$ cat config.mk
export PLATFORM = sky130hd
export DESIGN_NAME = mac_accumulator
export DESIGN_NICKNAME = d
export VERILOG_FILES = /design/src/rtl/mac_pkg.sv /design/src/rtl/mac_ovf_adder.sv /design/src/rtl/mac_accumulator.sv
export SDC_FILE = /design/constraint.sdc
export NUM_CORES = 1
export LEC_CHECK = 0
export ABC_AREA = 1
export BUFFER_PORTS_ARGS = -buffer_cell sky130_fd_sc_hd__buf_2
export CORE_MARGIN = 5
export CORE_UTILIZATION = 60
export DETAILED_ROUTE_END_ITERATION = 10
export HOLD_SLACK_MARGIN = 0.03
export PLACE_DENSITY_LB_ADDON = 0.15
export REMOVE_ABC_BUFFERS = 1
export SLEW_MARGIN = 20
export SYNTH_ARGS = -nofsm -noshare
export SYNTH_HDL_FRONTEND = slang
export SYNTH_SLANG_ARGS = --single-unit
$ cat constraint.sdc
create_clock -name clk -period 3.9 [get_ports clk]
set_clock_uncertainty 0.2 [all_clocks]
set_input_delay 0.78 -clock clk [delete_from_list [all_inputs] [get_ports clk]]
set_output_delay 0.78 -clock clk [all_outputs]
set_load 0.05 [all_outputs]
$ cat src/rtl/mac_pkg.sv
// mac_pkg -- shared definitions for the MAC accumulator slice.
//   state_t    : accumulator FSM state encoding
//   DEF_*      : default operand width, guard bits and term-counter width
//   acc_width  : accumulator width derived from operand width and guard bits
package mac_pkg;

  typedef enum logic [1:0] {
    ST_IDLE  = 2'd0,
    ST_ACCUM = 2'd1,
    ST_HOLD  = 2'd2
  } state_t;

  localparam int DEF_N     = 32;
  localparam int DEF_GUARD = 8;
  localparam int DEF_CNT_W = 16;

  // Accumulator holds the full 2N-bit product plus GUARD headroom bits.
  function automatic int acc_width(input int n, input int guard);
    return 2 * n + guard;
  endfunction

endpackage

$ cat src/rtl/mac_ovf_adder.sv
// mac_ovf_adder -- W-bit two's-complement adder with signed overflow flag.
//   i_a, i_b : signed addends (W bits)
//   o_sum    : i_a + i_b, wrapped modulo 2^W
//   o_ovf    : high when both addends share a sign and the sum's sign differs
module mac_ovf_adder #(
  parameter int W = 72
) (
  input  logic [W-1:0] i_a,
  input  logic [W-1:0] i_b,
  output logic [W-1:0] o_sum,
  output logic         o_ovf
);

  assign o_sum = i_a + i_b;
  assign o_ovf = (i_a[W-1] == i_b[W-1]) && (o_sum[W-1] != i_a[W-1]);

endmodule

$ cat src/rtl/mac_accumulator.sv
// mac_accumulator -- accumulates a stream of signed products into a dot product.
//   clk, rst    : clock and synchronous active-high reset
//   prod_in     : signed 2N-bit product term
//   prod_valid  : prod_in holds a term this cycle
//   prod_last   : the term closes the dot product (qualified by prod_valid)
//   prod_ready  : a term is accepted this cycle when prod_valid is also high
//   acc_out     : signed ACC_W-bit dot product result
//   acc_cnt     : number of terms summed (saturating)
//   acc_ovf     : the running sum wrapped at some point in this dot product
//   acc_valid   : result outputs are valid
//   acc_ready   : downstream accepts the result
module mac_accumulator
  import mac_pkg::*;
#(
  parameter int N     = DEF_N,
  parameter int GUARD = DEF_GUARD,
  parameter int CNT_W = DEF_CNT_W,
  localparam int ACC_W = acc_width(N, GUARD)
) (
  input  logic             clk,
  input  logic             rst,
  input  logic [2*N-1:0]   prod_in,
  input  logic             prod_valid,
  input  logic             prod_last,
  output logic             prod_ready,
  output logic [ACC_W-1:0] acc_out,
  output logic [CNT_W-1:0] acc_cnt,
  output logic             acc_ovf,
  output logic             acc_valid,
  input  logic             acc_ready
);

  state_t            r_state;
  state_t            w_state_next;
  logic [ACC_W-1:0]  r_acc;
  logic [CNT_W-1:0]  r_cnt;
  logic              r_ovf;

  logic [ACC_W-1:0]  w_term;
  logic [ACC_W-1:0]  w_sum;
  logic              w_ovf;
  logic              w_accept;
  logic              w_load;
  logic              w_add;

  // Sign-extend the product into the accumulator width.
  generate
    if (GUARD == 0) begin : g_no_guard
      assign w_term = prod_in;
    end else begin : g_guard
      assign w_term = {{GUARD{prod_in[2*N-1]}}, prod_in};
    end
  endgenerate

  mac_ovf_adder #(
    .W(ACC_W)
  ) u_add (
    .i_a  (r_acc),
    .i_b  (w_term),
    .o_sum(w_sum),
    .o_ovf(w_ovf)
  );

  assign w_accept = prod_valid && prod_ready;
  // A term arriving in HOLD is only accepted once the result is handed off,
  // so it always opens a new dot product, exactly like a term in IDLE.
  assign w_load   = w_accept && (r_state == ST_IDLE || r_state == ST_HOLD);
  assign w_add    = w_accept && (r_state == ST_ACCUM);

  // State register
  always_ff @(posedge clk) begin
    if (rst) begin
      r_state <= ST_IDLE;
    end else begin
      r_state <= w_state_next;
    end
  end

  // Next-state logic
  always_comb begin
    w_state_next = r_state;
    case (r_state)
      ST_IDLE: begin
        if (w_accept) begin
          w_state_next = prod_last ? ST_HOLD : ST_ACCUM;
        end
      end
      ST_ACCUM: begin
        if (w_accept && prod_last) begin
          w_state_next = ST_HOLD;
        end
      end
      ST_HOLD: begin
        if (acc_ready) begin
          if (w_accept) begin
            w_state_next = prod_last ? ST_HOLD : ST_ACCUM;
          end else begin
            w_state_next = ST_IDLE;
          end
        end
      end
      default: w_state_next = ST_IDLE;
    endcase
  end

  // Output logic; both handshake outputs are forced low during reset.
  always_comb begin
    prod_ready = 1'b0;
    acc_valid  = 1'b0;
    if (!rst) begin
      case (r_state)
        ST_IDLE:  prod_ready = 1'b1;
        ST_ACCUM: prod_ready = 1'b1;
        ST_HOLD: begin
          prod_ready = acc_ready;
          acc_valid  = 1'b1;
        end
        default: prod_ready = 1'b0;
      endcase
    end
  end

  // Accumulator, term counter and sticky overflow flag.
  always_ff @(posedge clk) begin
    if (rst) begin
      r_acc <= '0;
      r_cnt <= '0;
      r_ovf <= 1'b0;
    end else if (w_load) begin
      r_acc <= w_term;
      r_cnt <= CNT_W'(1);
      r_ovf <= 1'b0;
    end else if (w_add) begin
      r_acc <= w_sum;
      if (r_cnt != {CNT_W{1'b1}}) begin
        r_cnt <= r_cnt + CNT_W'(1);
      end
      r_ovf <= r_ovf | w_ovf;
    end
  end

  assign acc_out = r_acc;
  assign acc_cnt = r_cnt;
  assign acc_ovf = r_ovf;

endmodule

==> metrics.md <==
| Metric | Value |
|---|---|
| Status | `complete, no violations` |
| Worst VDD drop | `0.275 mV` |
| Fin worst setup slack | `0.826 ns` |
| Port bufs | `159` |
| DR iter-0 viols | `1157` |
| Postcts setup bufs | `0` |
| Fraction of layout instances using a drive strength above 1 | `0.0897` |
| Row count | `48` |
| Seq cells post-synth | `91` |
| Chip width | `143 um` |
| Routed vias/inst | `5.42` |
| Vias | `13000` |
| Final setup violation count | `0` |
| Power share of the combinational group | `0.424` |
| Initial antenna violation count | `0` |
| Commonest non-fill, non-tap cell in the layout | `nand2_1` |
| Worst min path class | `reg2reg` |
| Util after Layout | `0.687` |
| MaxCap Viol Count | `0` |
| Fin Setup TNS | `0 ns` |
| Switching share of power | `0.456` |
| Cell Count, Final, Fillers Out | `2401` |
| Inst Count DP | `2384` |
| Final Power | `3.45 mW` |
| ANT nets after route | `0` |
| Post-Syn Area | `10700 um^2` |
| Post-synth top area cell | `nand2_1` |
| Clock latency on the worst-skew pair | `0.38 ns` |
| CP top delay family | `simple AND/OR/NAND/NOR gates` |
| Critical Path, Cell by Cell | `buf_2 > ha_1 > fa_1 > nand2_1 > nand3_1 > nand3_1 > nand2_1 > nand2_1 > nand2_1 > nand2_1 > nand2_1 > nand2_1 > nand2_1 > nand2_1 > nand3_1 > nand2_1 > a21oi_1` |
| First-pass GRT wire length | `60.1 mm` |
| Final Max Slew Viols | `0` |
| Final net count | `2312` |
| Post-Synthesis Cells | `2034` |
| Synth warnings | `0` |
| Net Sw Power | `1.57 mW` |
| Post-synthesis sequential area ratio | `0.171` |
| Critical Path RT | `3.95 ns` |
| Largest net degree at the start of global routing | `81` |
| CTS Hold Bufs | `0` |
| DP Area | `11600 um^2` |
| Num CTS Buffers | `9` |
| Total GRT Usage | `0.368` |
| Final hold violations | `0` |
| Final WL | `38.6 mm` |
| Crit share post-route | `0.788` |
| Crit. End Element | `register` |
| Post-synthesis cell type count | `34` |
| Hold Slack | `0.269 ns` |
| Starting density of the core | `0.615` |
| Post-synth EDFFs | `0` |
| Pwr dens | `290 nW/um^2` |
| Largest stage delay on the critical path | `0.46 ns` |
| Clock buffer depth | `2` |
| Share of the synthesized area in the top cell type | `0.272` |
| Die Height | `143 um` |
| DRC | `0` |
| Finished Cell Area | `11900 um^2` |
| DP Worst Slack | `0.556 ns` |
| Syn-to-layout area delta | `11.8%` |
| Mean Syn Cell Area | `5.25 um^2` |
| GR Overflow Total | `0` |
| DRT Pass-1 Iters | `6` |
| Drt wl/cell | `16.1 um` |
| RSZ-0062 raised after global routing | `no` |
| CP Max Fanout | `4` |
| Clk root buf | `clkbuf_16` |
| Clk pin slew, worst setup/hold paths | `0.09 ns` |
| Sequential cell fraction of total power | `0.300` |
| Critical Path AT | `3.13 ns` |
| Final Wtd Congestion | `1.15` |
| CP dominant cell by count | `nand2_1` |
| CTS sink cnt | `91` |
| Post-synth ARST share | `0` |
| I/O pins | `160` |
| P_leak | `7.05 nW` |
| # H-tree levels | `3` |
| Int Power | `1.88 mW` |
| Max Fclk | `325 MHz` |
| HPWL after detailed placement | `31.3 mm` |
| Number of global-route vias before repair | `12100` |
| Most frequent cells in the layout | `773 x nand2_1, 375 x inv_1, 201 x nor2_1` |
| CP Buf/Inv Count | `1` |
| Core footprint | `17400 um^2` |
| CTS tree | `built` |
| Die area | `20600 um^2` |
| CP Class | `in2reg` |
| Area contributors post-synth | `nand2_1 27%, dfxtp_1 17%, inv_1 13%` |
| Headroom to the max-slew limit | `0.238` |
| Worst-path cell with the longest stage delay | `fa_1` |
| Clk pwr share | `0.277` |
| Primary FF master, synth | `dfxtp_1` |
| Worst-Margin Slew | `1.14 ns` |
| CTS resizes | `0` |
| Startpoint type of the worst setup path | `input pin` |
| Clock period minus worst slack | `3.07 ns` |
==> cell families after synthesis <==
family / share of synthesized area
DFF: 0.171
AOI/OAI and AO/OA: 0.129
adders and majority gates: 0.0863
buffers and inverters: 0.153
xor gates and xnor gates: 0.0295
and+or+nand+nor: 0.432
==> flip-flops by register name (all words and copies together) (netlist names) <==
register and flops:
r_state 2, acc_cnt 16, acc_out 72, acc_ovf 1
==> tightest hold or removal path: stages (launching register included) <==
cell,delay [ns]
dfxtp_1,0.33
inv_1,0.05
a21oi_1,0.05
==> cell type report <==
type | instances | area, um^2
Sequential cell | 91 | 1820
Multi-Input combinational cell | 1524 | 7230
Inverter | 379 | 1420
Clock inverter | 7 | 81.3
Fill cell | 1697 | 5430
Timing Repair Buffer | 165 | 866
Antenna cell | 1 | 2.50
Tap cell | 225 | 282
Clock buffer | 9 | 225
==> routing by layer <==
layer | up-vias | wire length (um) | GRT usage
li1 | 6544 | - | -
met4 | 0 | 2670 | 0.217
met2 | 634 | 17300 | 0.617
met5 | - | 0 | 0
met3 | 173 | 3470 | 0.0526
met1 | 5672 | 15200 | 0.449
==> cell usage after synthesis (3+ instances only) <==
library cell,number
inv_1,375
inv_2,4
a21oi_1,159
xnor2_1,21
nand4_1,5
and2_1,4
dfxtp_1,91
nor4_1,5
ha_1,72
nor2_1,201
xor2_1,15
buf_2,12
o21bai_1,11
nand3b_1,4
nand3_1,119
o211ai_1,4
clkbuf_1,22
buf_6,5
o21ai_0,82
nor3_1,32
or2_2,3
nand2_1,773
==> worst paths after layout <==
| kind | startpoint | to | slack, ns | cells after the start |
|---|---|---|---|---|
| max | prod_in[0] | acc_out[60]$_SDFFE_PP0P_ | 0.83 | 17 |
| min | acc_ovf$_SDFFE_PP0P_ | acc_ovf$_SDFFE_PP0P_ | 0.27 | 2 |
| max reg2reg | acc_out[0]$_SDFFE_PP0P_ | acc_out[60]$_SDFFE_PP0P_ | 1.02 | 16 |
| min reg2reg | acc_ovf$_SDFFE_PP0P_ | acc_ovf$_SDFFE_PP0P_ | 0.27 | 2 |
==> power groups by stage <==
stage / clock, mW / sequential (mW) / combinational (mW)
3_3_place_gp: 0 / 1.05 / 1.41
6_report: 0.956 / 1.03 / 1.46
5_1_grt: 0.995 / 1.04 / 1.60
4_1_cts: 0.954 / 1.03 / 1.44
3_5_place_dp: 0 / 1.05 / 1.43
2_1_floorplan: 0 / 1.24 / 0.833
Note: power is estimated with default switching activity, not from simulation.
